`config.mk`:
```
export PLATFORM = sky130hd
export DESIGN_NAME = mod_alu_pipe
export DESIGN_NICKNAME = d
export VERILOG_FILES = /design/src/rtl/mod_pkg.sv /design/src/rtl/barrett_reduce_pipe.sv /design/src/rtl/mod_alu_pipe.sv
export SDC_FILE = /design/constraint.sdc
export NUM_CORES = 1
export LEC_CHECK = 0
export ABC_AREA = 1
export CAP_MARGIN = 20
export CORE_ASPECT_RATIO = 0.5
export CORE_UTILIZATION = 50
export CTS_CLUSTER_DIAMETER = 30
export CTS_CLUSTER_SIZE = 20
export DETAILED_ROUTE_END_ITERATION = 10
export PLACE_DENSITY_LB_ADDON = 0.12
export SLEW_MARGIN = 5
export SYNTH_ARGS = -nofsm -noshare
export SYNTH_HDL_FRONTEND = slang
export SYNTH_SLANG_ARGS = --single-unit
```
`constraint.sdc`:
```
create_clock -name clk -period 7.6 [get_ports clk]
set_input_delay 0.76 -clock clk [delete_from_list [all_inputs] [get_ports clk]]
set_output_delay 0.76 -clock clk [all_outputs]
set_load 0.02 [all_outputs]
```
`src/rtl/mod_pkg.sv`:
```
// rtl/mod_pkg.sv - shared op encoding, default modulus and Barrett constant
//
// Purpose: common definitions for every modular-arithmetic block, so that all
// of them derive the same Barrett constant from (Q, W).
//   Q_DEFAULT / W_DEFAULT : default modulus and operand width
//   op_e                  : operation encoding (add, sub, mul, mac)
//   barrett_mu(q, w)      : floor(4^w / q)
package mod_pkg;

  localparam int Q_DEFAULT = 3329;
  localparam int W_DEFAULT = 12;

  typedef enum logic [1:0] {
    OP_ADD = 2'd0,
    OP_SUB = 2'd1,
    OP_MUL = 2'd2,
    OP_MAC = 2'd3
  } op_e;

  // Result fits in w+1 bits because q > 2^(w-1).
  function automatic longint unsigned barrett_mu(input int unsigned q, input int unsigned w);
    longint unsigned num;
    num = 64'd1 << (2 * w);
    return num / 64'(q);
  endfunction

endpackage

```
`src/rtl/barrett_reduce_pipe.sv`:
```
// rtl/barrett_reduce_pipe.sv - three-stage Barrett reduction of a 2W+1 bit value mod Q
//
// Purpose: reduces t (< 4^W) to t mod Q in three enabled register stages.
// Ports:
//   clk, reset          : clock, asynchronous active-low reset
//   en                  : pipeline advance; all stages hold when low
//   in_valid, t         : value to reduce and its valid flag
//   out_valid, result   : reduced value (< Q) and its valid flag
module barrett_reduce_pipe
  import mod_pkg::*;
#(
  parameter int Q = Q_DEFAULT,
  parameter int W = W_DEFAULT
) (
  input  logic           clk,
  input  logic           reset,
  input  logic           en,
  input  logic           in_valid,
  input  logic [2*W:0]   t,
  output logic           out_valid,
  output logic [W-1:0]   result
);

  localparam int TW = 2 * W + 1;
  localparam int PW = 2 * W + 2;
  localparam logic [W:0]    MU  = (W+1)'(barrett_mu(Q, W));
  localparam logic [TW-1:0] Q_T = TW'(Q);

  logic          v2, v3, v4;
  logic [PW-1:0] q1, q1_d;
  logic [TW-1:0] t2, t3, qq3, qq_d, r0, r1, r2;
  logic          unused_bits;

  assign q1_d = PW'(t[2*W-1:W-1]) * PW'(MU);
  assign qq_d = TW'(q1[PW-1:W+1]) * Q_T;

  // The quotient estimate undershoots by at most 2, so r0 < 3Q.
  assign r0 = t3 - qq3;
  assign r1 = (r0 >= Q_T) ? r0 - Q_T : r0;
  assign r2 = (r1 >= Q_T) ? r1 - Q_T : r1;

  assign unused_bits = ^{q1[W:0], r2[TW-1:W]};

  always_ff @(posedge clk or negedge reset) begin
    if (!reset) begin
      v2     <= 1'b0;
      v3     <= 1'b0;
      v4     <= 1'b0;
      q1     <= '0;
      t2     <= '0;
      t3     <= '0;
      qq3    <= '0;
      result <= '0;
    end else if (en) begin
      v2     <= in_valid;
      q1     <= q1_d;
      t2     <= t;
      v3     <= v2;
      qq3    <= qq_d;
      t3     <= t2;
      v4     <= v3;
      result <= r2[W-1:0];
    end
  end

  assign out_valid = v4;

endmodule

```
`src/rtl/mod_alu_pipe.sv`:
```
// rtl/mod_alu_pipe.sv - four-stage modular add/sub/mul/mac unit over Z_Q with handshakes
//
// Purpose: fixed 4-cycle latency modular ALU with a pass-through tag.
// Ports:
//   clk, reset            : clock, asynchronous active-low reset
//   in_valid, in_ready    : input handshake
//   op, a, b, c, tag_in   : operation (0 add, 1 sub, 2 mul, 3 mac), operands, tag
//   out_valid, out_ready  : output handshake
//   result, tag_out       : modular result (< Q) and its tag
//   err                   : sticky flag, an accepted operand was >= Q
module mod_alu_pipe
  import mod_pkg::*;
#(
  parameter int Q    = Q_DEFAULT,
  parameter int W    = W_DEFAULT,
  parameter int TAGW = 4
) (
  input  logic            clk,
  input  logic            reset,
  input  logic            in_valid,
  output logic            in_ready,
  input  logic [1:0]      op,
  input  logic [W-1:0]    a,
  input  logic [W-1:0]    b,
  input  logic [W-1:0]    c,
  input  logic [TAGW-1:0] tag_in,
  output logic            out_valid,
  input  logic            out_ready,
  output logic [W-1:0]    result,
  output logic [TAGW-1:0] tag_out,
  output logic            err
);

  localparam int TW = 2 * W + 1;
  localparam logic [W-1:0] Q_W = W'(Q);
  localparam logic [W:0]   Q_X = (W+1)'(Q);

  logic            en, accept, bad_op, is_mul_d;
  logic [W-1:0]    a_f, b_f, sub_d, addsub_d, red_result;
  logic [W:0]      sum, sum_m;
  logic [TW-1:0]   t_d, t1;
  logic            v1, mul1, mul2, mul3, mul4;
  logic [W-1:0]    as1, as2, as3, as4;
  logic [TAGW-1:0] tag1, tag2, tag3, tag4;
  logic            unused_bits;

  assign en       = !out_valid || out_ready;
  assign in_ready = en;
  assign accept   = in_valid && en;

  // Fold operands once so add/sub stay below Q even when the contract is broken.
  assign a_f = (a >= Q_W) ? a - Q_W : a;
  assign b_f = (b >= Q_W) ? b - Q_W : b;

  assign sum   = {1'b0, a_f} + {1'b0, b_f};
  assign sum_m = (sum >= Q_X) ? sum - Q_X : sum;
  // a_f - b_f wraps mod 2^W when negative; adding Q lands it in [1, Q).
  assign sub_d    = (a_f >= b_f) ? a_f - b_f : a_f - b_f + Q_W;
  assign addsub_d = (op == OP_SUB) ? sub_d : sum_m[W-1:0];

  assign t_d      = TW'(a) * TW'(b) + ((op == OP_MAC) ? TW'(c) : TW'(0));
  assign is_mul_d = (op == OP_MUL) || (op == OP_MAC);
  assign bad_op   = (a >= Q_W) || (b >= Q_W) || ((op == OP_MAC) && (c >= Q_W));

  assign unused_bits = sum_m[W];

  always_ff @(posedge clk or negedge reset) begin
    if (!reset) begin
      err  <= 1'b0;
      v1   <= 1'b0;
      t1   <= '0;
      mul1 <= 1'b0;
      mul2 <= 1'b0;
      mul3 <= 1'b0;
      mul4 <= 1'b0;
      as1  <= '0;
      as2  <= '0;
      as3  <= '0;
      as4  <= '0;
      tag1 <= '0;
      tag2 <= '0;
      tag3 <= '0;
      tag4 <= '0;
    end else begin
      if (accept && bad_op) begin
        err <= 1'b1;
      end
      if (en) begin
        v1   <= in_valid;
        t1   <= t_d;
        mul1 <= is_mul_d;
        as1  <= addsub_d;
        tag1 <= tag_in;
        mul2 <= mul1;
        as2  <= as1;
        tag2 <= tag1;
        mul3 <= mul2;
        as3  <= as2;
        tag3 <= tag2;
        mul4 <= mul3;
        as4  <= as3;
        tag4 <= tag3;
      end
    end
  end

  barrett_reduce_pipe #(
    .Q(Q),
    .W(W)
  ) u_reduce (
    .clk       (clk),
    .reset     (reset),
    .en        (en),
    .in_valid  (v1),
    .t         (t1),
    .out_valid (out_valid),
    .result    (red_result)
  );

  // Both sources are registers, so the output mux adds no input-to-output path.
  assign result  = mul4 ? red_result : as4;
  assign tag_out = tag4;

endmodule
```
; ---- Yosys cells after proc, flatten, opt, wreduce, memory -nomap -nowiden
; Index checks and enable logic that the tools add are counted.
[word_totals]
inputBits = 46
word_cells = 63
mem_bits_rw = 0
latchBits = 0
regBits = 211
n_memories = 0
romBits = 0
[classes]
n_eq_ne = 3
n_bitwise = 0
n_shift = 0
n_reduce_logical = 8
div_mod_pow = 0
n_mul = 3
addsub = 10
n_lt_le_gt_ge = 7
n_mux = 9
[ops]
columns = cell, count
row1 = $mux W12, 8
row2 = $ge A25 B12 Y1 const B, 2
row3 = $sub A12 B12 Y12 const B, 4
row4 = $ge A12 B12 Y1 const B, 3
row5 = $mul A13 B13 Y26 const B, 1
row6 = $add A24 B12 Y25, 1
row7 = $mul A13 B12 Y25 const B, 1
row8 = $mux W25, 1
row9 = $sub A25 B12 Y25 const B, 1
row10 = $sub A25 B25 Y25, 1
row11 = $mul A12 B12 Y24, 1
row12 = $add A12 B12 Y13, 1
row13 = $ge A13 B12 Y1 const B, 1
row14 = $add A12 B12 Y12 const B, 1
row15 = $ge A12 B12 Y1, 1
row16 = $sub A12 B12 Y12, 1
row17 = $eq A2 B2 Y1 const B, 2
row18 = $logic_or A1 B1 Y1, 4
row19 = $logic_and A1 B1 Y1, 3
row20 = $eq A2 B1 Y1 const B, 1
row21 = $logic_not A1 Y1, 1

; ---- Longest topological paths before layout
; Gate-level depths: netlist (run 1).
[logic_depth]
ltp_word = 6
depth_mapped = 37
depth_no_buf = 36

; ---- Cells and area by module
; Synthesis (run 1) repeated with hierarchy kept, for this count alone.
[unflattened]
hier_cells = 3392
area_unflattened_um2 = 24347.1
[modules_own_cells]
columns = module, instances, cells_each, area_each_um2
row1 = barrett_reduce_pipe, 1, 1686, 12223.0
row2 = mod_alu_pipe, 1, 1706, 12124.1

; ---- Least setup slack after synthesis (run 1)
; OpenSTA, ideal clock, no wires.
[synth_timing]
path_kind = input port to flip-flop
start = input port a[4]
end = register t1[24]
path_buffers = 2
stages = 30
t_arrival_ps = 6123
required_ps = 7483
setup_slack_ps = 1360
cell_sequence = clkbuf_1 clkbuf_1 nand2_1 fa_1 inv_1 fa_1 inv_1 fa_1 inv_1 ha_1 inv_1 fa_1 inv_1 ha_1 nand2_1 inv_1 a21oi_1 o21ai_0 a21boi_0 o21ai_0 a21boi_0 o21ai_0 a21boi_0 o21ai_0 nand2_1 nand2_1 a21oi_1 nand2b_1 nand3_1 nand2_1
[synth_between]
elab_chain_len = 2
[synth_rtl]
columns = item, line_no
row1 = "start, declared", mod_alu_pipe.sv:23  ; input logic [W-1:0] a,
row2 = $mul A12 B12 Y24, mod_alu_pipe.sv:61  ; assign t_d = TW'(a) * TW'(b) + ((op == OP_MAC) ? TW'(c) : TW'(0));
row3 = $add A24 B12 Y25, mod_alu_pipe.sv:61
row4 = "end signal, assigned", mod_alu_pipe.sv:90  ; t1 <= t_d;
row5 = "end, declared", mod_alu_pipe.sv:41  ; logic [TW-1:0] t_d, t1;
; No other way between the ends.
; A chain may end at the register's enable or synchronous reset.

; ---- Worst setup path after layout (run 1)
[layout_timing]
start = input port b[5]
end = register t1[24]
[layout_between]
elab_chain_len = 2
[layout_rtl]
columns = item, line_no
row1 = "start, declared", mod_alu_pipe.sv:24  ; input logic [W-1:0] b,
row2 = $mul A12 B12 Y24, mod_alu_pipe.sv:61
row3 = $add A24 B12 Y25, mod_alu_pipe.sv:61
; No other way between the ends.

==> implementation parameters, run 1 <==
Parameter                              Value

Timing
  Peak Freq    157 MHz
  Slew at the pin with the worst max-slew slack    ~880 ps
  Max-slew violation count    0
  Setup TNS    0 ps
  Tcrit/Tclk final    between 80% and 90%
  # setup viols final    0
  Final hold vios    0
  Relative slew slack    41.0%
  Setup clock skew after layout    between 15 and 20 ps
  Shortest clock period the worst path allows after layout    6370 ps
  RSZ-0062 raised after global routing    false

Logic synthesis
  Warnings from Yosys    0
  Mean post-synth cell area    roughly 7.3 um^2
  Dominant cell by count in the synthesized netlist    sky130_fd_sc_hd__nand2_1
  List of most frequent post-synthesis cells    930 x sky130_fd_sc_hd__nand2_1, 628 x sky130_fd_sc_hd__inv_1, 283 x sky130_fd_sc_hd__ha_1
  Nets in the synthesized netlist    around 3.7k
  Number of synthesized register bits    slightly below 200
  Portion of synthesized cell area occupied by the leading cell type    between 20% and 30%
  Post-synth EDFFs    0
  Unique cell type count in the Yosys netlist    53
  Top area cells in the synthesized netlist    sky130_fd_sc_hd__dfrtp_1 21%, sky130_fd_sc_hd__fa_1 16%, sky130_fd_sc_hd__ha_1 15%
  Library cell with the largest summed area after synthesis    sky130_fd_sc_hd__dfrtp_1
  Most frequently used flop master after synthesis    sky130_fd_sc_hd__dfrtp_1
  Sequential element share of the synthesized area    21.4%
  Gate count after technology mapping    ~3.2k
  Share of flip-flops with an asynchronous set or reset    100%
  Netlist area before placement    around 0.023 mm^2

Route
  Routed vias/inst    between 4 and 5
  Number of search-and-repair iterations in the first detailed-routing pass    7
  Count of antenna-violating nets left after detailed routing    0
  Final WL    55000 um
  Number of DRC violations after detailed-routing iteration 0    between 1k and 1.5k
  Residual DRC count    0
  Total number of vias    ~19k
  Wire length per cell    ~14 um

Final layout
  Area delta synth->final    8.11%
  Non-filler instance count after layout    around 3.8k
  Antenna diode count    0
  Fill cell instance count of the final layout    around 4.4k
  Final nets    3705
  Area taken by flip-flops and latches    between 0.004 and 0.005 mm^2
  Fraction of layout cells with a size suffix above 1    between 4 and 5%
  Area used by multi-input combinational logic    roughly 0.015 mm^2

Clocking
  Clock tree sinks    198
  Post-cts gate resize count    0
  Number of buffers inserted during clock tree synthesis    17
  Clk root buf    sky130_fd_sc_hd__clkbuf_16
  Clock tree from TritonCTS    yes
  Worst-case clock buffer depth    2
  Hold bufs inserted after CTS    0
  Clock latency on the worst-skew pair    450 ps
  Setup bufs post-CTS    0
  H-tree depth    4
  Clock-pin slew on the worst setup and hold paths    80 ps

Critical path
  Endpoint of the most critical register-to-register path    u_reduce.q1[23]
  Worst reg2reg startpoint    t1[20]
  Worst-case register-to-register setup slack    between 1500 and 2000 ps
  Critical Path Stages    27
  Slowest cell on crit path    sky130_fd_sc_hd__clkdlybuf4s50_1
  Worst setup path end    t1[24]
  Critical path's top delay family    adder cells
  Crit start category    primary input
  Most repeated library cell on the critical path    sky130_fd_sc_hd__nand2_1
  Beginning of the critical path    b[5]
  Critical path's largest stage delay    810 ps
  Sort of element at the end of the critical path    flip-flop
  Count of buffering cells on the critical path with inverters included    5
  Required time of the critical path    slightly below 8000 ps
  Worst Reg2Reg Path Length in Cells    24
  Maximum fanout count along the critical path    10
  Data arrival, critical path    about 6700 ps
  Kind of critical path    primary input to flip-flop

Die
  Overall die area    0.0472 mm^2
  Area of the core region    approximately 0.045 mm^2
  Top-level I/O count    65
  Die boundary width    roughly 310 um
  Standard-cell rows    55
  Initial Util    50.9%
  Die height    154 um

GRT
  First-pass GRT wire length    between 90000 and 100000 um
  Antenna violations before repair    0
  Total congestion overflow    0
  Largest net degree at the start of global routing    95
  Number of global-route vias before repair    17.9k
  Global Route Usage Sum    approximately 24%

Worst hold path
  Hold crit path type    primary input to async pin

Place
  Post-DP HPWL    roughly 45000 um
  Total of buffers placed on input and output ports    64
  Gp weighted congestion    a little over 0.9
  Placed Instances    3769

Run status
  Result of the run    finished, final reports clean

Run
  MaxCap Viol Count    0
-- layout by cell type, fill, tap and decap left out, types with 3 or more instances in the layout --
cell | synthesis | routed
sky130_fd_sc_hd__nand4_1 | 31 | 31
sky130_fd_sc_hd__o21ai_1 | 5 | 5
sky130_fd_sc_hd__and2_1 | 4 | 4
sky130_fd_sc_hd__nand3b_1 | 9 | 9
sky130_fd_sc_hd__o21a_1 | 6 | 6
sky130_fd_sc_hd__or2_2 | 16 | 16
sky130_fd_sc_hd__nand2_1 | 930 | 930
sky130_fd_sc_hd__nor2_2 | 11 | 11
sky130_fd_sc_hd__a21oi_1 | 125 | 125
sky130_fd_sc_hd__fa_1 | 186 | 186
sky130_fd_sc_hd__inv_2 | 11 | 11
sky130_fd_sc_hd__inv_6 | 0 | 3
sky130_fd_sc_hd__nor2_1 | 147 | 146
sky130_fd_sc_hd__buf_4 | 4 | 32
sky130_fd_sc_hd__ha_1 | 283 | 283
sky130_fd_sc_hd__clkinv_8 | 0 | 4
sky130_fd_sc_hd__a21boi_0 | 4 | 4
sky130_fd_sc_hd__a31oi_1 | 8 | 8
sky130_fd_sc_hd__nand3_1 | 107 | 107
sky130_fd_sc_hd__o22ai_1 | 3 | 3
sky130_fd_sc_hd__nand3_2 | 6 | 6
sky130_fd_sc_hd__nor3_1 | 16 | 16
sky130_fd_sc_hd__dfrtp_1 | 198 | 198
sky130_fd_sc_hd__xor2_1 | 56 | 56
sky130_fd_sc_hd__o21bai_1 | 4 | 4
sky130_fd_sc_hd__nor4_1 | 5 | 5
sky130_fd_sc_hd__o31ai_1 | 5 | 5
sky130_fd_sc_hd__o21ai_2 | 3 | 3
sky130_fd_sc_hd__inv_8 | 0 | 5
sky130_fd_sc_hd__nor2_4 | 4 | 5
sky130_fd_sc_hd__clkbuf_16 | 0 | 17
sky130_fd_sc_hd__clkdlybuf4s50_1 | 0 | 63
sky130_fd_sc_hd__o211ai_1 | 9 | 9
sky130_fd_sc_hd__inv_1 | 628 | 627
sky130_fd_sc_hd__o21ai_0 | 192 | 192
sky130_fd_sc_hd__xnor2_1 | 14 | 14
sky130_fd_sc_hd__nand2_2 | 29 | 29
-- state kept, by name (all words and copies together), names as in the netlist, 4 cells and up --
name	flops
t1	25
u_reduce.qq3	25
u_reduce.t2	25
u_reduce.t3	25
u_reduce.q1	13
as1	12
as2	12
as3	12
as4	12
u_reduce.result	12
tag1	4
tag2	4
tag3	4
tag_out	4
-- metrics by stage --
step / hold slack [ps] / setup WS [ps] / utilization, % / instance area, um^2
finish: 330 / 1230 / 55.1 / 25000
detailed placement: 453 / 691 / 53.7 / 24400
floorplan: 440 / 1360 / - / 23100
global placement: 449 / 807 / 53.7 / 24400
CTS: 367 / 1170 / 55.1 / 25000
global route: 398 / 547 / 55.1 / 25000
-- cell families (layout without fill, tap and decap cells) --
logic type | Yosys count | in the layout | share of synthesized area (%)
AO/OA/AOI/OAI | 373 | 373 | 8.62
flip-flops | 198 | 198 | 21.4
AND/OR/NAND/NOR | 1324 | 1324 | 23.9
adder cells (fa/ha/maj) | 469 | 469 | 31.4
XOR/XNOR | 70 | 70 | 2.65
buffers and inverters | 724 | 769 | 12.0
-- area by class of cell --
class	instances	area share [%]
Sequential cell	198	19.8
Timing Repair Buffer	97	3.58
Multi-Input combinational cell	2236	61.6
Clock inverter	14	0.635
Inverter	640	9.63
Tap cell	598	2.99
Clock buffer	18	1.76
-- how the worst min path moves through the flow --
stage                      startpoint                  end  slack [ps]  depth (start not counted)
after floorplan           u_reduce.v3   u_reduce.out_valid         440                          1
after global placement        tag2[3]              tag3[3]         450                          2
after detailed placement         mul1                 mul2         450                          2
after CTS                       reset  u_reduce.result[11]         370                          1
after global routing            reset  u_reduce.result[11]         400                          1
final                           reset  u_reduce.result[11]         330                          1
-- routing by layer --
layer | part of all wire, % | wire length [um] | track usage (%) | vias to the layer above
met5 | 0 | 0 | 0 | -
met4 | 0.82 | 451 | 3.98 | 0
met3 | 3.6 | 2000 | 2.38 | 33
met2 | 42 | 22900 | 36.0 | 341
met1 | 54 | 29700 | 38.1 | 8741
li1 | - | - | - | 9783
-- worst reg2reg max path, cell delays in order (launching register included) --
cell                      delay [ps]
sky130_fd_sc_hd__dfrtp_1         670
sky130_fd_sc_hd__fa_1            560
sky130_fd_sc_hd__fa_1            500
sky130_fd_sc_hd__inv_1            50
sky130_fd_sc_hd__fa_1            500
sky130_fd_sc_hd__inv_1            60
sky130_fd_sc_hd__fa_1            560
sky130_fd_sc_hd__fa_1            420
sky130_fd_sc_hd__ha_1            340
sky130_fd_sc_hd__a21oi_1         160
sky130_fd_sc_hd__o21a_1          150
sky130_fd_sc_hd__o21ai_0         100
sky130_fd_sc_hd__nand2_1          90
sky130_fd_sc_hd__nand2_1          80
sky130_fd_sc_hd__a21oi_1         170
sky130_fd_sc_hd__nor2_1           90
sky130_fd_sc_hd__nor2_1          130
sky130_fd_sc_hd__o21ai_0         150
sky130_fd_sc_hd__nand2_1         110
sky130_fd_sc_hd__nand2_1          90
sky130_fd_sc_hd__nand4_1          80
sky130_fd_sc_hd__nand2_1          60
sky130_fd_sc_hd__or2_2           270
sky130_fd_sc_hd__nand3_1          90
sky130_fd_sc_hd__o21ai_0          90
Power of run 1 is not shown: default switching activity piles up to over one toggle a cycle in this logic, so the estimate is an artifact.
==> run 2, diff against run 1 <==
==> constraint.sdc (replaced) <==
create_clock -name clk -period 6.5 [get_ports clk]
set_input_delay 0.65 -clock clk [delete_from_list [all_inputs] [get_ports clk]]
set_output_delay 0.65 -clock clk [all_outputs]
set_load 0.02 [all_outputs]
==> run 2 against run 1 <==
Final cell count increased by 0.92%. Routed wire length increased by 0.22%. Critical path type unchanged. Global-route usage barely moved. Clock skew is 2.4 ps lower. Die area unchanged. Non-clock buffer count is 35 higher. Count of clock-buffer cells in the layout grew 1. Flip-flop and latch count stayed put.
==> implementation parameters, run 2 (synthesized netlist as in run 1, its figures left out) <==
Parameter                              Value

Place
  Total of buffers placed on input and output ports    64
  Gp weighted congestion    around 0.91
  Placed Instances    between 3k and 4k
  Post-DP HPWL    around 45000 um
  Worst slack, placed    -168 ps

Timing
  # setup viols final    0
  Setup clock skew after layout    14.2 ps
  Shortest clock period the worst path allows after layout    between 6000 and 7000 ps
  Relative slew slack    41.1%
  Final hold vios    0
  Slew at the pin with the worst max-slew slack    883 ps
  Worst path setup slack after routing    ~460 ps
  Setup TNS    0 ps
  Tcrit/Tclk final    between 90 and 100%
  RSZ-0062 raised after global routing    false
  Peak Freq    166 MHz
  Max-slew violation count    0

Run status
  Result of the run    finished, final reports clean

Route
  Count of antenna-violating nets left after detailed routing    0
  Routed vias/inst    4.96
  Wire length per cell    between 10 and 15 um
  Total number of vias    approximately 19k
  Number of search-and-repair iterations in the first detailed-routing pass    7
  Residual DRC count    0
  Number of DRC violations after detailed-routing iteration 0    between 1k and 1.5k
  Final WL    55100 um

Clocking
  H-tree depth    4
  Clock latency on the worst-skew pair    between 400 and 500 ps
  Worst-case clock buffer depth    2
  Setup bufs post-CTS    0
  Clk root buf    sky130_fd_sc_hd__clkbuf_16
  Clock tree from TritonCTS    yes
  Clock-pin slew on the worst setup and hold paths    approximately 80 ps
  Clock tree sinks    around 200
  Number of buffers inserted during clock tree synthesis    17

Critical path
  Worst Reg2Reg Path Length in Cells    24
  Data arrival, critical path    ~6400 ps
  Maximum fanout count along the critical path    4
  Worst-case register-to-register setup slack    approximately 630 ps
  Kind of critical path    primary input to flip-flop
  Required time of the critical path    around 6900 ps
  Crit start category    primary input
  Sort of element at the end of the critical path    flip-flop

Die
  Overall die area    0.0472 mm^2
  Initial Util    about 50%
  Standard-cell rows    55
  Top-level I/O count    between 60 and 70
  Die boundary width    around 300 um
  Die height    between 150 and 200 um
  Area of the core region    ~0.045 mm^2

GRT
  First-pass GRT wire length    92300 um
  Total congestion overflow    0
  Antenna violations before repair    0
  Number of global-route vias before repair    18.0k
  Global Route Usage Sum    approximately a quarter
  Largest net degree at the start of global routing    191

Final layout
  Non-filler instance count after layout    3836
  Fraction of layout cells with a size suffix above 1    5.84%
  Most frequent cells in the layout    930 x sky130_fd_sc_hd__nand2_1, 627 x sky130_fd_sc_hd__inv_1, 283 x sky130_fd_sc_hd__ha_1
  Area delta synth->final    9.40%
  Antenna diode count    0
  Most common cell after layout, fill and taps aside    sky130_fd_sc_hd__nand2_1
  Final nets    3740

Worst hold path
  Hold crit path type    primary input to async pin

Run
  MaxCap Viol Count    0
## run 2: timing repair
item | 4_1_cts | 5_1_grt
gates resized for setup | 0 | 4
setup endpoints to repair | 0 | 2
hold buffers | 0 | 0
## run 2: layout make-up
cell class,instances,area (um^2)
tap,598,748
clock buffer,19,443
sequential,198,4950
fill,4456,20100
inverter,640,2410
multi-input combinational,2236,15400
timing repair buffer,132,1190
clock inverter,13,153
## run 2: metrics by stage
step | cell area [um^2] | hold slack (ps) | utilization (%)
after floorplan | 23100 | 354 | -
after global placement | 24700 | 451 | 54.4
after detailed placement | 24700 | 453 | 54.4
after CTS | 25300 | 212 | 55.7
after global routing | 25300 | 232 | 55.7
final | 25300 | 185 | 55.7
## run 2: path summary, 6_finish.rpt
kind / start / endpoint
worst max-delay path: b[2] / t1[24]
worst min-delay path: reset / u_reduce.result[8]
worst max register to register: t1[20] / u_reduce.q1[23]
worst min register to register: mul1 / mul2
max in group asynchronous: reset / u_reduce.qq3[24]
min in group clk: mul1 / mul2
## run 2: worst max-delay path: stages
cell and delay (ps):
sky130_fd_sc_hd__clkdlybuf4s50_1 560, sky130_fd_sc_hd__nand2_1 110, sky130_fd_sc_hd__fa_1 550, sky130_fd_sc_hd__inv_1 70
sky130_fd_sc_hd__fa_1 530, sky130_fd_sc_hd__fa_1 530, sky130_fd_sc_hd__inv_1 60, sky130_fd_sc_hd__fa_1 460
sky130_fd_sc_hd__fa_1 550, sky130_fd_sc_hd__inv_1 40, sky130_fd_sc_hd__ha_1 320, sky130_fd_sc_hd__nand2_1 70
sky130_fd_sc_hd__inv_1 40, sky130_fd_sc_hd__a21oi_1 200, sky130_fd_sc_hd__o21ai_1 110, sky130_fd_sc_hd__a21boi_0 210
sky130_fd_sc_hd__o21ai_0 140, sky130_fd_sc_hd__a21boi_1 180, sky130_fd_sc_hd__o21ai_0 120, sky130_fd_sc_hd__a21boi_0 230
sky130_fd_sc_hd__o21ai_0 140, sky130_fd_sc_hd__nand2_1 90, sky130_fd_sc_hd__nand2_1 50, sky130_fd_sc_hd__a21oi_1 140
sky130_fd_sc_hd__nand2b_1 120, sky130_fd_sc_hd__nand3_1 60, sky130_fd_sc_hd__nand2_1 80
## run 2: layer usage
metal	vias up	global-route usage [%]	routed length (um)	share of wire [%]
met2	307	35.7	22800	41
met5	-	0	0	0
met4	0	4.02	484	0.88
met1	8812	38.7	30300	55
met3	33	1.68	1550	2.8
li1	9872	-	-	-
Power of run 2 is left out for the same reason.
==> run 3, diff against run 2 <==
--- a/config.mk
+++ b/config.mk
@@ -6,7 +6,7 @@
 export NUM_CORES = 1
 export LEC_CHECK = 0
 export ABC_AREA = 1
-export CAP_MARGIN = 20
+export CAP_MARGIN = 40
 export CORE_ASPECT_RATIO = 0.5
 export CORE_UTILIZATION = 50
 export CTS_CLUSTER_DIAMETER = 30
==> run 3 against run 2 <==
Sequential share of layout area barely moved. Worst setup slack better by 57 ps. Critical path depth shrank 3. First-iteration DRC count shrank 1.0%. Count of clock-buffer cells in the layout did not move. Cell area about the same.
==> implementation parameters, run 3 (synthesized netlist as in run 1, its figures left out) <==
Parameter                              Value

Critical path
  Critical path's largest stage delay    just over 600 ps
  Required time of the critical path    a little under 7000 ps
  Kind of critical path    primary input to flip-flop
  Most repeated library cell on the critical path    sky130_fd_sc_hd__fa_1
  Worst setup path end    t1[23]
  Worst-case register-to-register setup slack    around 650 ps
  Count of buffering cells on the critical path with inverters included    5
  Critical path's top delay family    adder cells
  Data arrival, critical path    6280 ps
  Crit start category    primary input
  Maximum fanout count along the critical path    4
  Critical Path Stages    24
  Slowest cell on crit path    sky130_fd_sc_hd__clkdlybuf4s50_1
  Sort of element at the end of the critical path    flip-flop
  Endpoint of the most critical register-to-register path    u_reduce.q1[23]
  Worst Reg2Reg Path Length in Cells    24
  Critical path cell sequence    clkdlybuf4s50_1 > nand2_1 > fa_1 > inv_1 > fa_1 > fa_1 > inv_1 > fa_1 > fa_1 > inv_1 > ha_1 > buf_4 > nand2_1 > nand2_1 > a21oi_1 > o21ai_1 > a21oi_1 > o21ai_0 > a21boi_0 > o21ai_0 > a21oi_1 > o21ai_0 > xnor2_1 > o21ai_0
  Beginning of the critical path    b[0]
  Worst reg2reg startpoint    t1[20]

Route
  Wire length per cell    14.4 um
  Final WL    roughly 55000 um
  Number of DRC violations after detailed-routing iteration 0    between 1k and 1.5k
  Count of antenna-violating nets left after detailed routing    0
  Total number of vias    around 19k
  Residual DRC count    0
  Routed vias/inst    4.93
  Number of search-and-repair iterations in the first detailed-routing pass    6

Timing
  Setup clock skew after layout    13.9 ps
  Tcrit/Tclk final    92.0%
  Max-slew violation count    0
  Final hold vios    0
  Setup TNS    0 ps
  # setup viols final    0
  Slew at the pin with the worst max-slew slack    868 ps
  Peak Freq    about 170 MHz
  Relative slew slack    between 40 and 50%
  RSZ-0062 raised after global routing    false
  Worst path setup slack after routing    around 520 ps
  Shortest clock period the worst path allows after layout    roughly 6000 ps

Worst hold path
  Hold crit path type    primary input to async pin

Die
  Top-level I/O count    65
  Standard-cell rows    55
  Die boundary width    just over 300 um
  Area of the core region    between 0.04 and 0.05 mm^2
  Initial Util    between 50% and 60%
  Overall die area    0.0472 mm^2
  Die height    about 150 um

Clocking
  Clock-pin slew on the worst setup and hold paths    approximately 80 ps
  Post-cts gate resize count    0
  Clk root buf    sky130_fd_sc_hd__clkbuf_16
  Hold bufs inserted after CTS    0
  Number of buffers inserted during clock tree synthesis    17
  H-tree depth    4
  Clock tree sinks    198
  Clock latency on the worst-skew pair    approximately 450 ps
  Worst-case clock buffer depth    2
  Setup bufs post-CTS    0
  Clock tree from TritonCTS    yes

Place
  Worst slack, placed    -152 ps
  Total of buffers placed on input and output ports    64
  Gp weighted congestion    about 0.91
  Post-DP HPWL    around 45000 um

GRT
  Total congestion overflow    0
  Largest net degree at the start of global routing    191
  Antenna violations before repair    0
  Number of global-route vias before repair    approximately 18k
  Global Route Usage Sum    24.1%
  First-pass GRT wire length    92000 um

Final layout
  Fill cell instance count of the final layout    between 4k and 5k
  Antenna diode count    0
  Final nets    roughly 3.7k
  Utilization after layout    between 50% and 60%
  Most frequent cells in the layout    930 x sky130_fd_sc_hd__nand2_1, 627 x sky130_fd_sc_hd__inv_1, 283 x sky130_fd_sc_hd__ha_1
  Area delta synth->final    9.51%
  Fraction of layout cells with a size suffix above 1    under 10%
  Most common cell after layout, fill and taps aside    sky130_fd_sc_hd__nand2_1

Run status
  Result of the run    finished, final reports clean

Run
  MaxCap Viol Count    0
==> run 3: worst min path at each step <==
stage | slack [ps] | end | depth (start not counted) | from
4_1_cts | 200 | u_reduce.result[8] | 1 | reset
3_3_place_gp | 450 | tag_out[1] | 2 | tag3[1]
3_5_place_dp | 450 | tag_out[3] | 2 | tag3[3]
6_report | 190 | tag1[3] | 1 | reset
5_1_grt | 230 | u_reduce.result[8] | 1 | reset
2_1_floorplan | 350 | as1[0] | 0 | reset
==> run 3: per-stage QoR <==
| stage | instance area, um^2 | cells | hold slack, ps |
|---|---|---|---|
| 6_report | 25300 | 3837 | 188 |
| 5_1_grt | 25300 | 3837 | 230 |
| 4_1_cts | 25300 | 3837 | 205 |
| 3_5_place_dp | 24700 | 3805 | 453 |
| 3_3_place_gp | 24700 | 3803 | 451 |
| 2_1_floorplan | 23100 | 3158 | 354 |
==> run 3: final cells by class <==
cell class	instances	area [um^2]	share of cell area, %
inverter	640	2410	9.50
multi-input combinational	2236	15400	60.8
sequential	198	4950	19.6
timing repair buffer	133	1220	4.82
clock inverter	13	153	0.603
clock buffer	19	443	1.75
tap	598	748	2.95
==> run 3: routing by layer <==
metal / vias to the layer above / GRT usage, % / share of wire, %
met5: - / 0 / 0
met4: 0 / 3.76 / 0.85
met3: 30 / 1.97 / 3.4
met2: 308 / 36.0 / 42
met1: 8736 / 38.4 / 54
li1: 9854 / - / -
Power of run 3 is left out for the same reason.
